[config.mk]
export PLATFORM = sky130hd
export DESIGN_NAME = vdp_vram_sprite_port
export DESIGN_NICKNAME = d
export VERILOG_FILES = /design/src/rtl/vdp_vram_pkg.sv /design/src/rtl/vdp_vram_sprite_port.sv
export SDC_FILE = /design/constraint.sdc
export NUM_CORES = 1
export LEC_CHECK = 0
export ABC_AREA = 1
export CAP_MARGIN = 20
export CORE_MARGIN = 8
export CORE_UTILIZATION = 45
export CTS_CLUSTER_SIZE = 20
export DETAILED_ROUTE_END_ITERATION = 8
export GPL_TIMING_DRIVEN = 0
export PLACE_DENSITY = 0.85
export SLEW_MARGIN = 20
export SYNTH_ARGS = -nofsm -noshare
export SYNTH_HDL_FRONTEND = slang
export SYNTH_SLANG_ARGS = --single-unit
[constraint.sdc]
create_clock -name CLK21M -period 2.21 [get_ports CLK21M]
set_input_delay 0.442 -clock CLK21M [delete_from_list [all_inputs] [get_ports CLK21M]]
set_output_delay 0.442 -clock CLK21M [all_outputs]
set_load 0.01 [all_outputs]
[src/rtl/vdp_vram_pkg.sv]
// Shared types and helpers for the VDP VRAM slot arbiter: slot owners,
// dot-phase encodings and the interleaved address mapping.
package vdp_vram_pkg;

  localparam int VRAM_ADR_W = 17;

  // DOTSTATE walks 00 -> 01 -> 11 -> 10, one step per CLK21M cycle
  localparam logic [1:0] DS_PH0 = 2'b00;
  localparam logic [1:0] DS_PH1 = 2'b01;
  localparam logic [1:0] DS_PH2 = 2'b11;
  localparam logic [1:0] DS_PH3 = 2'b10;

  typedef enum logic [2:0] {
    IDLE   = 3'd0,
    SP_RD  = 3'd1,
    CPU_RD = 3'd2,
    CPU_WR = 3'd3,
    WAIT   = 3'd4
  } slot_owner_t;

  // Interleave rotates the low w bits right by one: {adr[0], adr[w-1:1]}.
  // The caller zero-extends to 32 bits and truncates the result back to w.
  function automatic logic [31:0] vram_interleave(input logic [31:0] adr,
                                                  input logic        mode,
                                                  input int unsigned w);
    logic [31:0] r;
    r = adr;
    if (mode) r = (adr >> 1) | ({31'd0, adr[0]} << (w - 1));
    return r;
  endfunction

endpackage

[src/rtl/vdp_vram_sprite_port.sv]
// One VRAM slot per dot, shared by the sprite engine (absolute priority) and a
// CPU port. CPU_REQ is a level held until the one-clock CPU_ACK pulse; after an
// ACK the port is not served again until CPU_REQ has been low for a full dot.
module vdp_vram_sprite_port
  import vdp_vram_pkg::*;
#(
  parameter int READ_LATENCY = 2,
  parameter int ADR_W        = VRAM_ADR_W
) (
  input  logic              CLK21M,
  input  logic              RESET,
  input  logic [1:0]        DOTSTATE,
  input  logic              VRAMINTERLEAVEMODE,
  input  logic              SPVRAMACCESSING,
  input  logic [ADR_W-1:0]  PRAMADR,
  output logic [7:0]        PRAMDAT,
  input  logic              CPU_REQ,
  input  logic              CPU_WE,
  input  logic [ADR_W-1:0]  CPU_ADR,
  input  logic [7:0]        CPU_DBO,
  output logic [7:0]        CPU_DBI,
  output logic              CPU_ACK,
  output logic [ADR_W-1:0]  MEM_ADR,
  output logic              MEM_OE,
  output logic              MEM_WE,
  output logic [7:0]        MEM_DBO,
  input  logic [7:0]        MEM_DBI,
  output slot_owner_t       dbg_state_o
);

  // Counter runs from issue until the capture clock, so it loads latency-1.
  localparam logic [1:0] LAT_LOAD = 2'(READ_LATENCY - 1);

  slot_owner_t      state_q, state_d;
  logic [1:0]       cnt_q, cnt_d;
  logic             rd_cpu_q, rd_cpu_d;
  logic [7:0]       pramdat_q, pramdat_d;
  logic [7:0]       cpu_dbi_q, cpu_dbi_d;
  logic             ack_q, ack_d;
  logic [ADR_W-1:0] mem_adr_q, mem_adr_d;
  logic             oe_q, oe_d;
  logic             we_q, we_d;
  logic [7:0]       dbo_q, dbo_d;
  logic             hold_q, hold_d;
  logic [2:0]       low_run_q, low_run_d;
  logic             low_dot, cpu_ok, slot_free;

  always_ff @(posedge CLK21M or posedge RESET) begin
    if (RESET) begin
      state_q   <= IDLE;
      cnt_q     <= 2'd0;
      rd_cpu_q  <= 1'b0;
      pramdat_q <= 8'd0;
      cpu_dbi_q <= 8'd0;
      ack_q     <= 1'b0;
      mem_adr_q <= '0;
      oe_q      <= 1'b0;
      we_q      <= 1'b0;
      dbo_q     <= 8'd0;
      hold_q    <= 1'b0;
      low_run_q <= 3'd0;
    end else begin
      state_q   <= state_d;
      cnt_q     <= cnt_d;
      rd_cpu_q  <= rd_cpu_d;
      pramdat_q <= pramdat_d;
      cpu_dbi_q <= cpu_dbi_d;
      ack_q     <= ack_d;
      mem_adr_q <= mem_adr_d;
      oe_q      <= oe_d;
      we_q      <= we_d;
      dbo_q     <= dbo_d;
      hold_q    <= hold_d;
      low_run_q <= low_run_d;
    end
  end

  always_comb begin
    state_d   = state_q;
    cnt_d     = cnt_q;
    rd_cpu_d  = rd_cpu_q;
    pramdat_d = pramdat_q;
    cpu_dbi_d = cpu_dbi_q;
    ack_d     = 1'b0;
    mem_adr_d = mem_adr_q;
    oe_d      = 1'b0;
    we_d      = 1'b0;
    dbo_d     = dbo_q;
    slot_free = 1'b0;

    // Count consecutive clocks with CPU_REQ low; the fourth one completes a dot.
    low_run_d = CPU_REQ ? 3'd0 : ((low_run_q == 3'd4) ? 3'd4 : low_run_q + 3'd1);
    low_dot   = !CPU_REQ && (low_run_q >= 3'd3);
    hold_d    = hold_q && !low_dot;
    cpu_ok    = CPU_REQ && (!hold_q || low_dot);

    unique case (state_q)
      IDLE: slot_free = 1'b1;
      SP_RD, CPU_RD: begin
        state_d = WAIT;
        cnt_d   = LAT_LOAD;
      end
      CPU_WR: begin
        state_d = IDLE;
        ack_d   = 1'b1;
      end
      WAIT: begin
        if (cnt_q == 2'd0) begin
          state_d   = IDLE;
          slot_free = 1'b1;
          if (rd_cpu_q) begin
            cpu_dbi_d = MEM_DBI;
            ack_d     = 1'b1;
          end else begin
            pramdat_d = MEM_DBI;
          end
        end else begin
          cnt_d = cnt_q - 2'd1;
        end
      end
      default: state_d = IDLE;
    endcase

    // A 3-cycle latency capture lands on the decision clock itself.
    if (slot_free && (DOTSTATE == DS_PH3)) begin
      if (SPVRAMACCESSING) begin
        state_d   = SP_RD;
        rd_cpu_d  = 1'b0;
        oe_d      = 1'b1;
        mem_adr_d = ADR_W'(vram_interleave(32'(PRAMADR), VRAMINTERLEAVEMODE, ADR_W));
      end else if (cpu_ok) begin
        hold_d    = 1'b1;
        mem_adr_d = ADR_W'(vram_interleave(32'(CPU_ADR), VRAMINTERLEAVEMODE, ADR_W));
        if (CPU_WE) begin
          state_d = CPU_WR;
          we_d    = 1'b1;
          dbo_d   = CPU_DBO;
        end else begin
          state_d  = CPU_RD;
          rd_cpu_d = 1'b1;
          oe_d     = 1'b1;
        end
      end
    end
  end

  assign PRAMDAT     = pramdat_q;
  assign CPU_DBI     = cpu_dbi_q;
  assign CPU_ACK     = ack_q;
  assign MEM_ADR     = mem_adr_q;
  assign MEM_OE      = oe_q;
  assign MEM_WE      = we_q;
  assign MEM_DBO     = dbo_q;
  assign dbg_state_o = state_q;

endmodule

==> results.py, run 1 <==
metrics = {
    "outcome": {
        "status": "finished, final reports clean",
    },
    "clock_tree": {
        "cts_setup_buffers": 0,
        "clkLatencyLatePin_ns": 0.31,
        "clock_sink_count": 54,
        "cts.reportedPaths.clkPinSlew_ns": 0.10,
        "cts-root-buf": "clkbuf_8",
        "cts-hold-fix-buffers": 0,
        "cts_made_buffers": 5,
        "h-tree-depth": 2,
        "cts_buffer_depth": 2,
        "cts_tree": "yes",
        "cts_resized": 0,
    },
    "die": {
        "fp-row-count": 29,
        "die_w_um": 97.7,
        "core_area_um2": 6420,
        "die_h_um": 97.7,
        "dieArea_um2": 9550,
        "start_util_pct": 46.8,
        "ios": 105,
    },
    "setup_path": {
        "endpoint_kind": "output pin",
        "crit_chain": "clkdlybuf4s50_1",
        "crit_required_ns": 1.77,
        "crit_type": "flip-flop to output pin",
        "critPathLaunch": "dbg_state_o[2]$_DFF_PP0_",
        "cp-start-kind": "flip-flop",
        "crit_buf_inv": 1,
        "cp_max_fo": 5,
        "r2r-start": "cnt_q[0]$_DFFE_PP0P_",
        "slowest_delay_ns": 0.59,
        "worst-endpoint-arrival_ns": 1.34,
        "critPathSlowestCell": "clkdlybuf4s50_1",
        "critPathTopFamily": "buffers and inverters",
    },
    "synth": {
        "synth_top_family_by_area": "simple AND/OR/NAND/NOR gates",
        "yosysWarnings": 0,
        "post_synth_and_or_nand_nor_area_fraction_pct": 31.7,
        "synthesis.area_um2": 3000,
        "synth_area_leaders": "dfrtp_1 (45%), nand2_1 (16%), o21ai_0 (5.8%)",
        "synthCells": 382,
        "syn-num-nets": 445,
        "synth.distinct_cells": 25,
        "ys_ff_latch": 54,
        "synthMuxAreaShare_pct": 0,
        "synth_top_cell_by_area": "dfrtp_1",
        "synth_top_cell_area_share_pct": 45.0,
        "syn_area_per_cell_um2": 7.86,
        "seq_area_frac_synth_pct": 45.0,
        "synth_xor_area_share_pct": 0,
        "synth_compound_area_share_pct": 10.5,
        "synthAdderAreaFrac_pct": 2.08,
    },
    "hold_path": {
        "hp-start": "MEM_DBO[3]$_DFFE_PP0P_",
        "min_path_type": "flip-flop to flip-flop",
    },
    "power_and_ir_drop": {
        "ir_drop_mv": 0.386,
        "p_leak_nw": 2.10,
        "p_per_area_nw_per_um2": 1040,
    },
    "timing": {
        "min_period_ns": 1.78,
        "finClkSkew_ns": 0.00567,
        "max_slew_margin_pct": 58.4,
        "worst_pin_slew_ns": 0.622,
        "min_period_over_period_pct": 80.6,
        "hold_ws_ns": 0.479,
        "slew_viol_final": 0,
        "rsz0062_at_grt": "no",
        "finalSetupTns_ns": 0,
        "fmax_mhz": 562,
        "hold_violations": 0,
        "final-setup-viol-count": 0,
    },
    "global_route": {
        "grt_overflow": 0,
        "grt_pass1_vias": 2918,
        "antenna_found_initial": 0,
        "grt_util_all_layers_pct": 16.5,
        "grt_pass1_wl_mm": 13.3,
        "grt_max_degree": 31,
    },
    "layout": {
        "layout_common_cells": "nand2_1 (131), clkdlybuf4s50_1 (103), dfrtp_1 (54), inv_1 (40), o21ai_0 (35)",
        "final_nets": 556,
        "fillers": 531,
        "synthToLayoutAreaGrowth_pct": 42.0,
        "diodes": 0,
        "stdcell_area_um2": 4270,
        "layout_commonest_cell": "nand2_1",
        "final_layout_size_suffix_gt1_share_pct": 12.1,
    },
    "place": {
        "dpl-instance-area_um2": 4150,
        "routabilityCongestion": 0.928,
        "io_buffers": 103,
        "hpwl_mm": 6.27,
    },
    "drt": {
        "routed_wl_mm": 7.74,
        "drt_iter0_markers": 123,
        "via_count": 2840,
        "routedWlPerCell_um": 13.6,
        "firstDrtPassIters": 4,
        "drc_errors": 0,
        "viasPerCell": 4.97,
        "ant_nets": 0,
    },
    "run": {
        "max_cap_violations": 0,
    },
}
-- final timing paths --
| path | to | slack [ns] | cells past startpoint |
|---|---|---|---|
| max | dbg_state_o[2] | 0.43 | 1 |
| min | MEM_DBO[3]$_DFFE_PP0P_ | 0.48 | 2 |
| max reg2reg | MEM_ADR[0]$_DFFE_PP0P_ | 0.69 | 10 |
| min reg2reg | MEM_DBO[3]$_DFFE_PP0P_ | 0.48 | 2 |
| max in group asynchronous | MEM_ADR[1]$_DFFE_PP0P_ | 1.14 | 3 |
| min in group asynchronous | MEM_DBO[7]$_DFFE_PP0P_ | 0.52 | 2 |
-- cell type report --
cell class	instances	area [um2]	share of cell area [%]
Inverter	48	180	4.22
Tap cell	77	96.3	2.26
Clock inverter	3	45.0	1.06
Multi-Input combinational cell	263	1330	31.2
Buffer	17	143	3.34
Clock buffer	5	68.8	1.61
Sequential cell	54	1350	31.7
Timing Repair Buffer	104	1050	24.6
-- cells in the mapped netlist --
cell      count
nor2_1       21
inv_2         7
nand3_4       1
nor2_4        3
a21oi_1       1
nand2_1     131
nor2_2        1
buf_4         3
o21ai_2       7
buf_2         5
clkbuf_2      1
a21oi_2       1
dfrtp_1      54
ha_1          5
o21ai_1      13
nand3_1      21
inv_1        41
nor2_8        3
nand4_1       9
o21ai_0      35
nor3_1        1
nand4_4       1
buf_6         8
nand2_2       5
nand2_4       4
-- tightest hold or removal path: cells and delay by family, from the launching register on --
family | cells | cell delay, ns
flip-flops | 1 | 0.35
AND/OR/NAND/NOR | 2 | 0.10
-- metal layers --
metal | part of all wire (%) | routed length, um | vias up | GRT usage (%)
met5 | 0 | 0 | - | 0
met2 | 48 | 3690 | 117 | 28.4
met4 | 0.98 | 76 | 0 | 3.96
met1 | 45 | 3440 | 1298 | 19.7
met3 | 6.7 | 522 | 9 | 5.01
li1 | - | - | 1416 | -
-- per-stage QoR --
step	utilization (%)	cells	total power [mW]	setup slack, ns
global route	66.4	571	4.76	0.353
finish	66.4	571	4.44	0.430
detailed placement	64.6	563	3.82	0.357
floorplan	-	382	2.68	0.453
global placement	64.3	562	3.73	-0.472
CTS	66.4	571	4.49	0.401
-- report_power, final --
| group | total (mW) | internal [mW] | switching (mW) |
|---|---|---|---|
| logic | 2.10 | 1.11 | 0.991 |
| clock network | 0.661 | 0.337 | 0.324 |
| registers | 1.68 | 1.42 | 0.260 |
| total | 4.44 | 2.86 | 1.57 |
-- logic make-up (layout without fill, tap and decap cells) --
| kind of cell | Yosys count | in the layout |
|---|---|---|
| simple gates | 201 | 201 |
| buf+inv | 65 | 177 |
| flops | 54 | 54 |
| compound gates | 57 | 57 |
| fa+ha+maj | 5 | 5 |
-- registers in the layout (all words and copies together) (netlist names) --
name	count
low_run_q	3
MEM_ADR	17
rd_cpu_q	1
PRAMDAT	8
cnt_q	2
MEM_DBO	8
MEM_WE	1
CPU_DBI	8
dbg_state_o	3
CPU_ACK	1
hold_q	1
MEM_OE	1
Power figures use the tool's default switching activity.
==> inputs of run 2 (changes only) <==
Settings changed: CORE_UTILIZATION 45 to 41, PLACE_DENSITY 0.85 to 0.82.
Clock period 2.21 ns to 1.6 ns, I/O delays scaled along.
==> results.py, run 2 (synthesized netlist as in run 1, its figures left out) <==
metrics = {
    "setup_path": {
        "reg2reg_to": "MEM_ADR[4]$_DFFE_PP0P_",
        "crit_path_end": "CPU_DBI[1]",
        "worst-endpoint-arrival_ns": 1.23,
        "endpoint_kind": "output pin",
        "cp_max_fo": 2,
        "r2r_setup_slack_ns": 0.14,
        "critPathTopFamily": "buffers and inverters",
        "crit_buf_inv": 1,
        "cp-start-kind": "flip-flop",
        "crit_type": "flip-flop to output pin",
        "path_depth": 1,
        "crit_required_ns": 1.28,
        "slowest_delay_ns": 0.55,
        "critPathSlowestCell": "clkdlybuf4s50_1",
        "critPathLaunch": "CPU_DBI[1]$_DFFE_PP0P_",
        "r2r-start": "cnt_q[0]$_DFFE_PP0P_",
        "reg2reg_depth": 10,
        "crit_chain": "clkdlybuf4s50_1",
    },
    "die": {
        "ios": 105,
        "start_util_pct": 41.9,
        "die_w_um": 102,
        "fp-row-count": 31,
        "dieArea_um2": 10300,
        "die_h_um": 102,
        "core_area_um2": 7180,
    },
    "layout": {
        "synthToLayoutAreaGrowth_pct": 43.8,
        "final_cells": 594,
        "largest_reg_flops": 17,
        "layout_commonest_cell": "nand2_1",
        "stdcell_area_um2": 4320,
        "diodes": 0,
        "final_layout_size_suffix_gt1_share_pct": 12.3,
        "final_nets": 557,
        "layout_common_cells": "nand2_1 (131), clkdlybuf4s50_1 (90), dfrtp_1 (54), inv_1 (40), o21ai_0 (35)",
    },
    "global_route": {
        "grt_pass1_wl_mm": 13.0,
        "grt_util_all_layers_pct": 15.6,
        "grt_overflow": 0,
        "antenna_found_initial": 0,
        "grt_max_degree": 29,
        "grt_pass1_vias": 2919,
    },
    "timing": {
        "final-setup-viol-count": 0,
        "min_period_ns": 1.55,
        "slew_viol_final": 0,
        "min_period_over_period_pct": 97.1,
        "finalSetupTns_ns": 0,
        "max_slew_margin_pct": 59.8,
        "hold_violations": 0,
        "setup_slack_ns": 0.0471,
        "finClkSkew_ns": 0.00786,
        "rsz0062_at_grt": "no",
        "fmax_mhz": 644,
        "worst_pin_slew_ns": 0.602,
    },
    "place": {
        "dpl-instance-area_um2": 4180,
        "place_inst": 585,
        "routabilityCongestion": 0.932,
        "preCtsSetupSlack_ns": -0.103,
        "io_buffers": 103,
        "hpwl_mm": 6.43,
    },
    "drt": {
        "via_count": 2862,
        "ant_nets": 0,
        "viasPerCell": 4.82,
        "drt_iter0_markers": 135,
        "routed_wl_mm": 7.94,
        "firstDrtPassIters": 4,
        "drc_errors": 0,
        "routedWlPerCell_um": 13.4,
    },
    "hold_path": {
        "min_path_type": "input pin to asynchronous set/reset pin",
    },
    "clock_tree": {
        "clock_sink_count": 54,
        "cts_tree": "yes",
        "clkLatencyLatePin_ns": 0.31,
        "cts.reportedPaths.clkPinSlew_ns": 0.10,
        "cts-hold-fix-buffers": 0,
        "cts_buffer_depth": 2,
        "cts_made_buffers": 5,
        "h-tree-depth": 2,
        "cts-root-buf": "clkbuf_8",
    },
    "run": {
        "max_cap_violations": 0,
    },
    "power_and_ir_drop": {
        "ir_drop_mv": 0.446,
        "p_leak_nw": 2.25,
        "p_per_area_nw_per_um2": 1390,
        "finalPower_mw": 6.02,
    },
    "outcome": {
        "status": "finished, final reports clean",
    },
}
[run 2: per-layer routing]
metal | wire length [um] | vias up | track usage, %
li1 | - | 1416 | -
met1 | 3380 | 1309 | 17.8
met2 | 3780 | 127 | 27.3
met3 | 689 | 10 | 5.09
met4 | 85 | 0 | 4.24
met5 | 0 | - | 0
[run 2: cell type report]
type / count / area [um2]
clock inverters: 2 / 16.3
repair buffers: 105 / 1080
clock buffers: 6 / 82.6
flip-flops and latches: 54 / 1350
inverters: 48 / 184
plain buffers: 17 / 143
fillers: 639 / 2860
well taps: 99 / 124
multi-input cells: 263 / 1340
[run 2: report_power, final]
| part | total [mW] | switching (mW) | internal (mW) |
|---|---|---|---|
| combinational | 2.91 | 1.39 | 1.51 |
| clock | 0.811 | 0.454 | 0.357 |
| sequential | 2.30 | 0.343 | 1.96 |
[run 2: how the worst min path moves through the flow]
stage                                    end  slack, ns  cells past startpoint
floorplan             low_run_q[2]$_DFF_PP0_       0.38                      1
global route        dbg_state_o[1]$_DFF_PP0_       0.48                      2
finish              dbg_state_o[1]$_DFF_PP0_       0.42                      2
detailed placement    MEM_DBO[7]$_DFFE_PP0P_       0.46                      2
CTS                 dbg_state_o[1]$_DFF_PP0_       0.44                      2
global placement      MEM_DBO[5]$_DFFE_PP0P_       0.46                      2
[run 2: worst reg2reg max path: stages (launching register included)]
cell and delay (ns):
dfrtp_1 0.40, inv_1 0.09, ha_1 0.15, inv_1 0.06, nand2_4 0.10, nand2_2 0.07
nor2_4 0.13, nand2_4 0.10, buf_6 0.16, nand2_1 0.07, nand2_1 0.05
[run 2: per-stage QoR]
| stage | util [%] | hold WS, ns |
|---|---|---|
| 2_1_floorplan | - | 0.383 |
| 3_3_place_gp | 58.0 | 0.456 |
| 3_5_place_dp | 58.3 | 0.458 |
| 4_1_cts | 59.7 | 0.441 |
| 5_1_grt | 60.2 | 0.481 |
| 6_report | 60.2 | 0.424 |
[run 2: what timing repair did]
action | in CTS | in global routing
endpoints found under the setup margin | 3 | 21
buffers inserted | 1 | 0
gates cloned | 0 | 0
resized for setup | 2 | 12
